File: config.mk
export PLATFORM = sky130hd
export DESIGN_NAME = pwmcap
export DESIGN_NICKNAME = d
export VERILOG_FILES = /design/src/rtl/pwmcap_pkg.sv /design/src/rtl/pwmcap_sync.sv /design/src/rtl/pwmcap.sv
export SDC_FILE = /design/constraint.sdc
export NUM_CORES = 1
export LEC_CHECK = 0
export CAP_MARGIN = 20
export CORE_MARGIN = 1.5
export CORE_UTILIZATION = 50
export CTS_BUF_LIST = sky130_fd_sc_hd__clkbuf_16
export CTS_CLUSTER_SIZE = 20
export DETAILED_ROUTE_END_ITERATION = 10
export HOLD_SLACK_MARGIN = 0.03
export PLACE_DENSITY = 0.76
export SYNTH_ARGS = -nofsm -noshare
export SYNTH_HDL_FRONTEND = slang
export SYNTH_SLANG_ARGS = --single-unit
File: constraint.sdc
create_clock -name i_clk -period 2.55 [get_ports i_clk]
set_clock_uncertainty 0.05 [all_clocks]
set_input_delay 0.255 -clock i_clk [delete_from_list [all_inputs] [get_ports i_clk]]
set_output_delay 0.255 -clock i_clk [all_outputs]
set_load 0.01 [all_outputs]
File: src/rtl/pwmcap_pkg.sv
// Shared constants for the PWM capture block: FSM encoding, control/status bit
// positions and the two-word register window layout.
package pwmcap_pkg;

   typedef enum logic [1:0] {
      ST_DISABLED = 2'd0,
      ST_ARM      = 2'd1,
      ST_HIGH     = 2'd2,
      ST_LOW      = 2'd3
   } state_e;

   localparam int EN_BIT  = 31;
   localparam int CLR_BIT = 30;

   localparam int VALID_BIT  = 31;
   localparam int STUCK_BIT  = 30;
   localparam int LEVEL_BIT  = 29;
   localparam int ENABLE_BIT = 28;

   localparam logic ADDR_STATUS = 1'b0;
   localparam logic ADDR_PERIOD = 1'b1;

   // Result fields are presented zero-extended to this width.
   localparam int WIN_W = 24;

endpackage

File: src/rtl/pwmcap_sync.sv
// Multi-flop synchronizer for an asynchronous pin plus registered edge detect.
// Rise and fall share one latency, so widths measured between them are exact.
module pwmcap_sync #(
   parameter int NSYNC = 2
) (
   input  logic i_clk,
   input  logic i_reset_n,
   input  logic i_async,
   output logic sync,
   output logic rise,
   output logic fall
);

   logic [NSYNC-1:0] chain;
   logic             sync_d;

   assign sync = chain[NSYNC-1];

   always_ff @(posedge i_clk or negedge i_reset_n) begin
      if (!i_reset_n) begin
         chain  <= '0;
         sync_d <= 1'b0;
         rise   <= 1'b0;
         fall   <= 1'b0;
      end else begin
         chain  <= {chain[NSYNC-2:0], i_async};
         sync_d <= sync;
         rise   <= sync & ~sync_d;
         fall   <= ~sync & sync_d;
      end
   end

endmodule

File: src/rtl/pwmcap.sv
// PWM capture: measures high time and period of i_pwm in i_clk cycles and
// publishes the last complete measurement on a two-word bus window.
//
//   state       | meaning
//   ST_DISABLED | enable low, counters held at zero
//   ST_ARM      | waiting for the first rise (after enable or a stuck event)
//   ST_HIGH     | input high, pcnt running, fall latches high time
//   ST_LOW      | input low, pcnt running, rise publishes the measurement
module pwmcap
   import pwmcap_pkg::*;
#(
   parameter int CW    = 24,
   parameter int NSYNC = 2
) (
   input  logic        i_clk,
   input  logic        i_reset_n,
   input  logic        i_stb,
   input  logic        i_we,
   input  logic        i_addr,
   input  logic [31:0] i_data,
   output logic [31:0] o_data,
   input  logic        i_pwm,
   output logic        o_int
);

   localparam logic [CW-1:0] PMAX = '1;

   state_e        state;
   logic          enable, valid, stuck, level;
   logic [CW-1:0] pcnt, hlat, high_r, period_r;
   logic          sync, rise, fall;
   logic          wr_ctl, clr, en_nxt, sat, publish;
   logic [31:0]   status_word;
   logic          unused_data;

   pwmcap_sync #(.NSYNC(NSYNC)) u_sync (
      .i_clk     (i_clk),
      .i_reset_n (i_reset_n),
      .i_async   (i_pwm),
      .sync      (sync),
      .rise      (rise),
      .fall      (fall)
   );

   assign wr_ctl      = i_stb & i_we & (i_addr == ADDR_STATUS);
   assign clr         = wr_ctl & i_data[CLR_BIT];
   // The FSM follows the enable value being written this cycle, so a disable
   // coinciding with a closing rise suppresses that publish.
   assign en_nxt      = wr_ctl ? i_data[EN_BIT] : enable;
   assign sat         = ((state == ST_HIGH) || (state == ST_LOW)) && (pcnt == PMAX);
   assign publish     = en_nxt && (state == ST_LOW) && rise && !sat;
   assign unused_data = ^i_data[29:0];

   assign status_word = {valid, stuck, level, enable, 4'h0, WIN_W'(high_r)};

   always_ff @(posedge i_clk or negedge i_reset_n) begin
      if (!i_reset_n) begin
         enable <= 1'b0;
      end else if (wr_ctl) begin
         enable <= i_data[EN_BIT];
      end
   end

   always_ff @(posedge i_clk or negedge i_reset_n) begin
      if (!i_reset_n) begin
         state <= ST_DISABLED;
         pcnt  <= '0;
         hlat  <= '0;
      end else if (!en_nxt) begin
         state <= ST_DISABLED;
         pcnt  <= '0;
         hlat  <= '0;
      end else begin
         case (state)
            ST_DISABLED: state <= ST_ARM;
            ST_ARM: begin
               if (rise) begin
                  state <= ST_HIGH;
                  pcnt  <= CW'(1);
               end
            end
            ST_HIGH: begin
               if (sat) begin
                  state <= ST_ARM;
               end else begin
                  pcnt <= pcnt + CW'(1);
                  if (fall) begin
                     state <= ST_LOW;
                     hlat  <= pcnt;
                  end
               end
            end
            ST_LOW: begin
               if (sat) begin
                  state <= ST_ARM;
               end else if (rise) begin
                  state <= ST_HIGH;
                  pcnt  <= CW'(1);
               end else begin
                  pcnt <= pcnt + CW'(1);
               end
            end
            default: state <= ST_DISABLED;
         endcase
      end
   end

   always_ff @(posedge i_clk or negedge i_reset_n) begin
      if (!i_reset_n) begin
         valid    <= 1'b0;
         stuck    <= 1'b0;
         level    <= 1'b0;
         high_r   <= '0;
         period_r <= '0;
         o_int    <= 1'b0;
      end else begin
         o_int <= publish;
         if (publish) begin
            valid    <= 1'b1;
            high_r   <= hlat;
            period_r <= pcnt;
         end else if (clr) begin
            valid <= 1'b0;
         end
         if (en_nxt && sat) begin
            stuck <= 1'b1;
            level <= sync;
         end else if (clr) begin
            stuck <= 1'b0;
         end
      end
   end

   always_ff @(posedge i_clk or negedge i_reset_n) begin
      if (!i_reset_n) begin
         o_data <= '0;
      end else if (i_stb) begin
         o_data <= (i_addr == ADDR_PERIOD) ? {8'h00, WIN_W'(period_r)} : status_word;
      end
   end

endmodule

# Yosys cells after proc, flatten, opt, wreduce, memory -nomap -nowiden
# Cells that the tools add are included.
[word_totals]
output_inout_bits = 33
in_bits = 38
elab_cells = 69
ff_bits = 140
[classes]
n_eq_ne = 12
mux = 21
n_reduce_logical = 12
bitwise = 8
add_sub_neg = 1
[op_table]
columns = ["op", "n"]
rows = [
  ["2-to-1 mux 24 bit", 9],
  ["case mux 24 bit (3 select lines)", 1],
  ["2-to-1 mux 32 bit", 1],
  ["adder 24 x 1 -> 24 bit, second input constant", 1],
  ["== test 24 bit, second input constant", 1],
  ["2-to-1 mux 2 bit", 5],
  ["case mux 2 bit (4 select lines)", 1],
  ["inequality test 3 bit, second input constant", 2],
  ["bitwise AND 1 bit", 5],
  ["logical AND 1 bit", 5],
  ["== test 2 bit, second input constant", 2],
  ["2-to-1 mux 1 bit", 4],
  ["inequality test 2 x 1 -> 1 bit, second input constant", 2],
  ["inequality test 4 x 1 -> 1 bit, second input constant", 1],
  ["inequality test 4 x 3 -> 1 bit, second input constant", 1],
  ["AND reduction 4 bit", 1],
  ["nonzero test 2 bit", 2],
  ["inequality test 3 x 2 -> 1 bit, second input constant", 1],
  ["NOT 1 bit", 3],
  ["AND reduction 3 bit", 1],
  ["== test 2 x 1 -> 1 bit, second input constant", 1],
  ["zero test 2 bit", 1],
  ["inequality test 2 bit, second input constant", 1],
  ["zero test 1 bit", 1],
  ["logical OR 1 bit", 1],
]

# Depth between registers and ports, before layout
# Gate-level depths: netlist (run 1).
[depth]
depth_word = 7
ltp_mapped = 9
depth_no_buf = 7

# Hierarchy
# A second synthesis (run 1) with hierarchy kept.
[unflattened]
cells_unflattened = 515
hier_area_um2 = 5947.0
[by_module_without_submodules]
columns = ["module", "area_each_um2", "seq_area_each_um2", "cells_each", "instances"]
rows = [
  ["pwmcap", 5806.8, 3278.1, 508, 1],
  ["pwmcap_sync", 140.1, 125.1, 7, 1],
]

# Worst setup path before layout (run 1)
# OpenSTA, ideal clock, no wires.
[synth_path]
path_kind = "reg2reg"
from = "register pcnt[0]"
to = "register level"
period_less_slack_ns = 2.574
setup_ns = 0.127
required_time_ns = 2.373
stages_incl_launch_ff = 9
slack_ns = -0.024
arrival_ns = 2.396
n_path_buf = 2
cell_sequence = "dfrtp_1 ha_1 buf_1 inv_1 or4_4 nor4b_4 buf_6 nand2_1 mux2_1"
[synth_between]
elab_chain_len = 3
[synth_lines]
columns = ["element", "line_no", "source"]
rows = [
  ["start: declaration", "pwmcap.sv:30", "logic [CW-1:0] pcnt, hlat, high_r, period_r;"],
  ["start signal: assignment", "pwmcap.sv:86", "pcnt <= pcnt + CW'(1);"],
  ["start signal: assignment", "pwmcap.sv:100", "pcnt <= pcnt + CW'(1);"],
  ["== test 24 bit", "pwmcap.sv:50", "assign sat = ((state == ST_HIGH) || (state == ST_LOW)) && (pcnt == PMAX);"],
  ["logical AND 1 bit", "pwmcap.sv:50", ""],
  ["logical AND 1 bit", "pwmcap.sv:125", "if (en_nxt && sat) begin"],
  ["end signal: assignment", "pwmcap.sv:127", "level <= sync;"],
  ["end: declaration", "pwmcap.sv:29", "logic enable, valid, stuck, level;"],
]
# Every way passes these cells.
# A chain may end at the register's enable or synchronous reset.

# Worst setup path in the final report (run 1)
[layout_path]
from = "register pcnt[1]"
to = "register level"
# The elaborated chain is that of the path after synthesis.

==> out/results.txt, run 1 <==
total routed wirelength - 13400 um
Leak - 0.00328 uW
main combinational cell family by area after synthesis - compound AO/OA/AOI/OAI gates
CP bufs+invs - 3
Synth Area in Compound Gates - 0.132
Data required, critical path - 2790 ps
initial antenna violation count - 0
min cycle time layout - 2450 ps
clock share of power - 0.469
clk buf depth - 2
CTS sink count - 136
overall routing resource usage - 0.235
DR iter-0 viols - 408
FP Rows - 39
Setup-failing EPs final - 0
number of port buffers - 36
Die ar. - 12300 um^2
vias in the first global route - 4326
first-pass GRT wire length - 22800 um
Clk Latency, worst-skew pair - 420 ps
Die X - 111 um
cells after synthesis - 490
Num CTS Buffers - 17
largest net degree at the start of global routing - 62
peak supply drop - 0.000492 V
Pins Over Slew Limit - 0
Sw Pwr - 1240 uW
post-synthesis mux area share - 0.131
CP most frequent cell - buf_6
core area - 11400 um^2
Starting Density - 0.510
Mapped Area - 5800 um^2
CTS tree - done
outcome - finished clean
DP Area - 6550 um^2
total power - 5060 uW
Syn-to-layout area delta - 23.2%
Relative slew margins - 0.639
nets - 598
Worst EP arrival - 2690 ps
Filler cells - 848
total of warnings raised by yosys - 0
Antenna Cells - 0
Hold Slack - 247 ps
Routed Antenna Nets - 0
DIE HEIGHT - 111 um
Worst Path Max Fanout - 15
final worst-path cycle share - 0.959
drt first pass iters - 5
Switching Share - 0.244
via count - 4242
final hold violation count - 0
Hold Startpoint - i_pwm
WL per Instance - 18.7 um
#FFs+latches synth - 136
XOR/XNOR share of the synthesized area - 0
worst path cell trace - ha_1, inv_1, or4_4, nor4b_4, buf_6, buf_6, nand2_1, mux2_1
worst hold path class - in2reg
WS Path Type - reg2reg
asr flop ratio synth - 1.00
DR vias/cell - 5.93
PwrDens - 708 nW/um^2
MaxCap Viol Count - 0
post-synthesis simple-gate area fraction - 0.112
Synth Flop Type - dfrtp_1
Worst Setup SP - pcnt[1]$_DFFE_PN0P_
sequential share of power - 0.445
Reg clk slew, reported paths - 60 ps
gr ovfl total - 0
Unique masters post-synth - 56
Reg area - 3400 um^2
Internal Power - 3830 uW
layout cell share with drive strength beyond 1 - 0.224
RR Startpoint - pcnt[1]$_DFFE_PN0P_
I/O pin count - 71
H-Tree Level Count - 4
RD Place Congestion - 0.898
multi-input logic area - 2200 um^2
Worst path slowest cell - or4_4
Mapped Avg Cell Area - 11.8 um^2
Post-Synth Adder-Cell Area - 0.00216
worst-margin pin slew - 542 ps
CP Launch Type - register
CTS Root Cell - clkbuf_16
max incr delay on CP - 590 ps
DRC Markers - 0
post-route cell area - 7150 um^2
HPWL Detailed - 8550 um
final setup TNS - 0 ps
Max Fclk - 0.409 GHz
sequential area share after synthesis - 0.587
Post-synth EDFFs - 0
RSZ-0062 raised after global routing - no
Comb pwr share - 0.086
Worst setup EP type - register
CP delay by family, top - simple AND/OR/NAND/NOR gates
-- repair_timing --
item,in CTS,in global routing
endpoints found under the setup margin,0,13
hold buffers,1,0
resized for setup,0,3
buffers inserted,0,0
hold endpoints to repair,59,0
-- worst reg2reg max path, stage by stage (launching register included) --
cell and delay, ps:
dfrtp_1 350, ha_1 190, inv_1 70, or4_4 590, nor4b_4 300, buf_6 170
buf_6 170, nand2_1 100, mux2_1 320
-- final timing paths --
kind	slack, ps	to	depth (start not counted)
setup reg to reg	100	level$_DFFE_PN0P_	8
min in group asynchronous	340	high_r[3]$_DFFE_PN0P_	2
setup / recovery	100	level$_DFFE_PN0P_	8
hold reg to reg	300	u_sync.chain[1]$_DFF_PN0_	0
hold / removal	250	u_sync.chain[0]$_DFF_PN0_	1
max in group asynchronous	1390	state[1]$_DFFE_PN0P_	3
-- cell usage in the layout (no fill, tap or decap), types with 3 or more instances in the layout --
master	netlist	layout
dfrtp_1	136	136
mux2_2	44	44
nor2_1	40	40
buf_4	7	36
clkdlybuf4s50_1	0	34
a21oi_1	33	33
nand2_1	29	29
a22o_1	25	25
mux2i_1	24	24
clkbuf_16	0	17
o21ai_0	15	15
nand4_1	11	11
a31oi_1	11	11
inv_1	10	10
nand3_1	9	9
nor3_1	6	6
clkinvlp_4	0	6
a221o_1	5	5
and4_1	4	4
o211ai_1	4	4
conb_1	1	4
buf_12	0	4
nand3b_1	3	3
and2_1	3	3
nand2b_1	3	3
nor2b_1	3	3
nor4_1	3	3
o21ai_1	3	3
or3_1	3	3
o31ai_1	3	3
buf_6	1	3
-- logic make-up (layout without fill, tap and decap cells) --
kind of cell,after synthesis,count (layout)
multiplexers,70,70
other,1,4
buffers and inverters,43,122
flip-flops,136,136
adder cells (fa/ha/maj),1,1
AO/OA/AOI/OAI,113,113
AND/OR/NAND/NOR,126,126
-- metal layers --
metal	vias up	track usage	wire (um)
li1	1939	-	-
met1	2120	0.323	5900
met2	159	0.371	6520
met3	24	0.0437	732
met4	0	0.0983	241
met5	-	0	0
-- power by group through the flow --
stage / combinational (uW) / clock [uW] / sequential [uW]
final: 434 / 2370 / 2250
after global placement: 420 / 0 / 2290
after floorplan: 188 / 0 / 2300
after detailed placement: 429 / 0 / 2290
after global routing: 472 / 2500 / 2260
after CTS: 435 / 2400 / 2250
-- sequential cells by signal (all words and copies together), names as in the netlist, 2 cells and up --
register      count
high_r           24
hlat             24
o_data           28
pcnt             24
period_r         24
state             2
u_sync.chain      2
-- per-stage QoR --
stage / std cells / setup WS (ps) / utilization
after floorplan: 493 / 24.0 / -
after global routing: 715 / 12.8 / 0.628
final: 715 / 105 / 0.628
after global placement: 682 / 133 / 0.576
after detailed placement: 682 / 67.3 / 0.576
after CTS: 715 / 40.1 / 0.628
-- cells in the mapped netlist, types with 4 or more instances --
| master | n | area [um^2] |
|---|---|---|
| dfrtp_1 | 136 | 3400 |
| mux2_2 | 44 | 495 |
| nor2_1 | 40 | 150 |
| a21oi_1 | 33 | 165 |
| nand2_1 | 29 | 109 |
| a22o_1 | 25 | 219 |
| mux2i_1 | 24 | 240 |
| o21ai_0 | 15 | 75.1 |
| a31oi_1 | 11 | 68.8 |
| nand4_1 | 11 | 68.8 |
| clkbuf_1 | 10 | 37.5 |
| inv_1 | 10 | 37.5 |
| buf_2 | 9 | 45.0 |
| nand3_1 | 9 | 45.0 |
| buf_4 | 7 | 52.6 |
| nor3_1 | 6 | 30.0 |
| a221o_1 | 5 | 50.1 |
| and4_1 | 4 | 35.0 |
| buf_1 | 4 | 15.0 |
| o211ai_1 | 4 | 30.0 |
-- cell type report --
| class | instances | share of cell area |
|---|---|---|
| repair buffers | 79 | 0.103 |
| clock buffers | 17 | 0.0595 |
| multi-input cells | 314 | 0.308 |
| well taps | 143 | 0.0250 |
| flip-flops and latches | 136 | 0.476 |
| clock inverters | 15 | 0.0215 |
| inverters | 11 | 0.00578 |
Power figures use the tool's default switching activity.
==> run 2, diff against run 1 <==
- clock period: 2.55 -> 2.1 ns (I/O delays scaled with it)
==> run 2 against run 1 <==
Net effect:
- the run now ends with setup timing left
- worst hold slack worse by 53 ps
- clock power is 34% higher
- register-to-register slack got worse by 160 ps
- die area did not move
- largest cell class unchanged
==> out/results.txt, run 2 (same netlist as run 1, synthesis figures left out) <==
outcome - finished with violations
violated checks - setup timing
Worst setup EP type - register
max incr delay on CP - 560 ps
DRC Markers - 0
final hold violation count - 0
worst-margin pin slew - 571 ps
non-filler cells in the finished layout - 745
Pins Over Slew Limit - 0
via count - 4364
worst hold path class - in2async
vias in the first global route - 4516
Data required, critical path - 2350 ps
commonest non-fill, non-tap cell in the layout - dfrtp_1
worst path cell trace - nand4_2, or4_4, nor4b_4, buf_6, buf_4, nor4b_1, a221o_1
DR iter-0 viols - 420
first-pass GRT wire length - 22800 um
nets - 628
CTS Root Cell - clkbuf_16
layout cell share with drive strength beyond 1 - 0.271
Hold Slack - 194 ps
drt first pass iters - 5
Largest Register - o_data
gr ovfl total - 0
WS Path Type - reg2reg
clk buf depth - 2
peak supply drop - 0.000574 V
Final Util - 0.664
final worst-path cycle share - 1.03
HPWL Detailed - 8920 um
number of port buffers - 36
CP Launch Type - register
DIE HEIGHT - 111 um
I/O pin count - 71
R2R depth - 7
worst setup margin - -59.3 ps
core area - 11400 um^2
initial antenna violation count - 0
Syn-to-layout area delta - 30.1%
RR Startpoint - pcnt[6]$_DFFE_PN0P_
FP Rows - 39
most frequent cells in the layout - dfrtp_1 (136), buf_4 (60), mux2_2 (44)
Max Fclk - 0.463 GHz
Filler cells - 804
Relative slew margins - 0.618
Worst R2R Setup Slack - -60 ps
total routed wirelength - 13900 um
Worst EP arrival - 2410 ps
Num CTS Buffers - 17
post-route cell area - 7550 um^2
Starting Density - 0.510
worst slack, placed - -190 ps
Die X - 111 um
DR vias/cell - 5.86
largest net degree at the start of global routing - 91
Inst Count DP - 706
CTS tree - done
RD Place Congestion - 0.947
DP Area - 6790 um^2
Die ar. - 12300 um^2
Worst path slowest cell - or4_4
H-Tree Level Count - 4
RSZ-0062 raised after global routing - yes
overall routing resource usage - 0.237
r2r endpoint - pcnt[13]$_DFFE_PN0P_
Leak - 0.00352 uW
MaxCap Viol Count - 0
Routed Antenna Nets - 0
PwrDens - 859 nW/um^2
Worst Path Max Fanout - 8
Reg clk slew, reported paths - 60 ps
Antenna Cells - 0
min cycle time layout - 2160 ps
Setup-failing EPs final - 23
CTS sink count - 136
Largest register FFs - 28
WL per Instance - 18.7 um
Clk Latency, worst-skew pair - 410 ps
run 2: repair_timing:
item | CTS | global route
gates resized for setup | 6 | 10
buffers inserted | 1 | 5
endpoints found under the hold margin | 46 | 0
setup endpoints to repair | 39 | 41
hold buffers | 1 | 0
pin swaps | 2 | 11
run 2: layout make-up:
cell class,instances,area (um^2),area share
multi-input cells,314,2270,0.301
repair buffers,109,1010,0.134
flip-flops and latches,136,3400,0.451
inverters,11,46.3,0.00613
clock inverters,15,208,0.0275
well taps,143,179,0.0237
clock buffers,17,425,0.0564
run 2: critical path, delay by kind of cell, from the launching register on:
family | cells | cell delay, ps
AO/OA/AOI/OAI | 1 | 270
AND/OR/NAND/NOR | 4 | 1000
buffers and inverters | 2 | 350
flip-flops | 1 | 370
run 2: worst max path at each step:
stage	startpoint	endpoint	slack, ps	cells past startpoint
global placement	i_we	high_r[9]$_DFFE_PN0P_	-160	9
detailed placement	i_we	high_r[11]$_DFFE_PN0P_	-190	9
global route	pcnt[0]$_DFFE_PN0P_	pcnt[13]$_DFFE_PN0P_	-130	8
CTS	pcnt[1]$_DFFE_PN0P_	level$_DFFE_PN0P_	-50	8
floorplan	pcnt[0]$_DFFE_PN0P_	level$_DFFE_PN0P_	-310	8
finish	pcnt[6]$_DFFE_PN0P_	pcnt[13]$_DFFE_PN0P_	-60	7
run 2: per-stage QoR:
step                power, uW  TNS, ps
floorplan                3030   -11580
CTS                      6520     -679
global route             6700    -2320
finish                   6490     -445
global placement         3320    -9130
detailed placement       3340   -11290
run 2: power by group:
group	leakage [uW]	switching (uW)	internal [uW]
Clock	0.000309	1080	2090
Combinational	0.00136	331	249
Sequential	0.00185	44.4	2690
Total	0.00352	1460	5030
run 2: per-layer routing:
metal | routed length [um] | up-vias | part of all wire | track usage
li1 | - | 1983 | - | -
met2 | 7220 | 152 | 0.52 | 0.401
met3 | 600 | 44 | 0.043 | 0.0569
met1 | 5700 | 2185 | 0.41 | 0.289
met4 | 380 | 0 | 0.027 | 0.104
met5 | 0 | - | 0 | 0
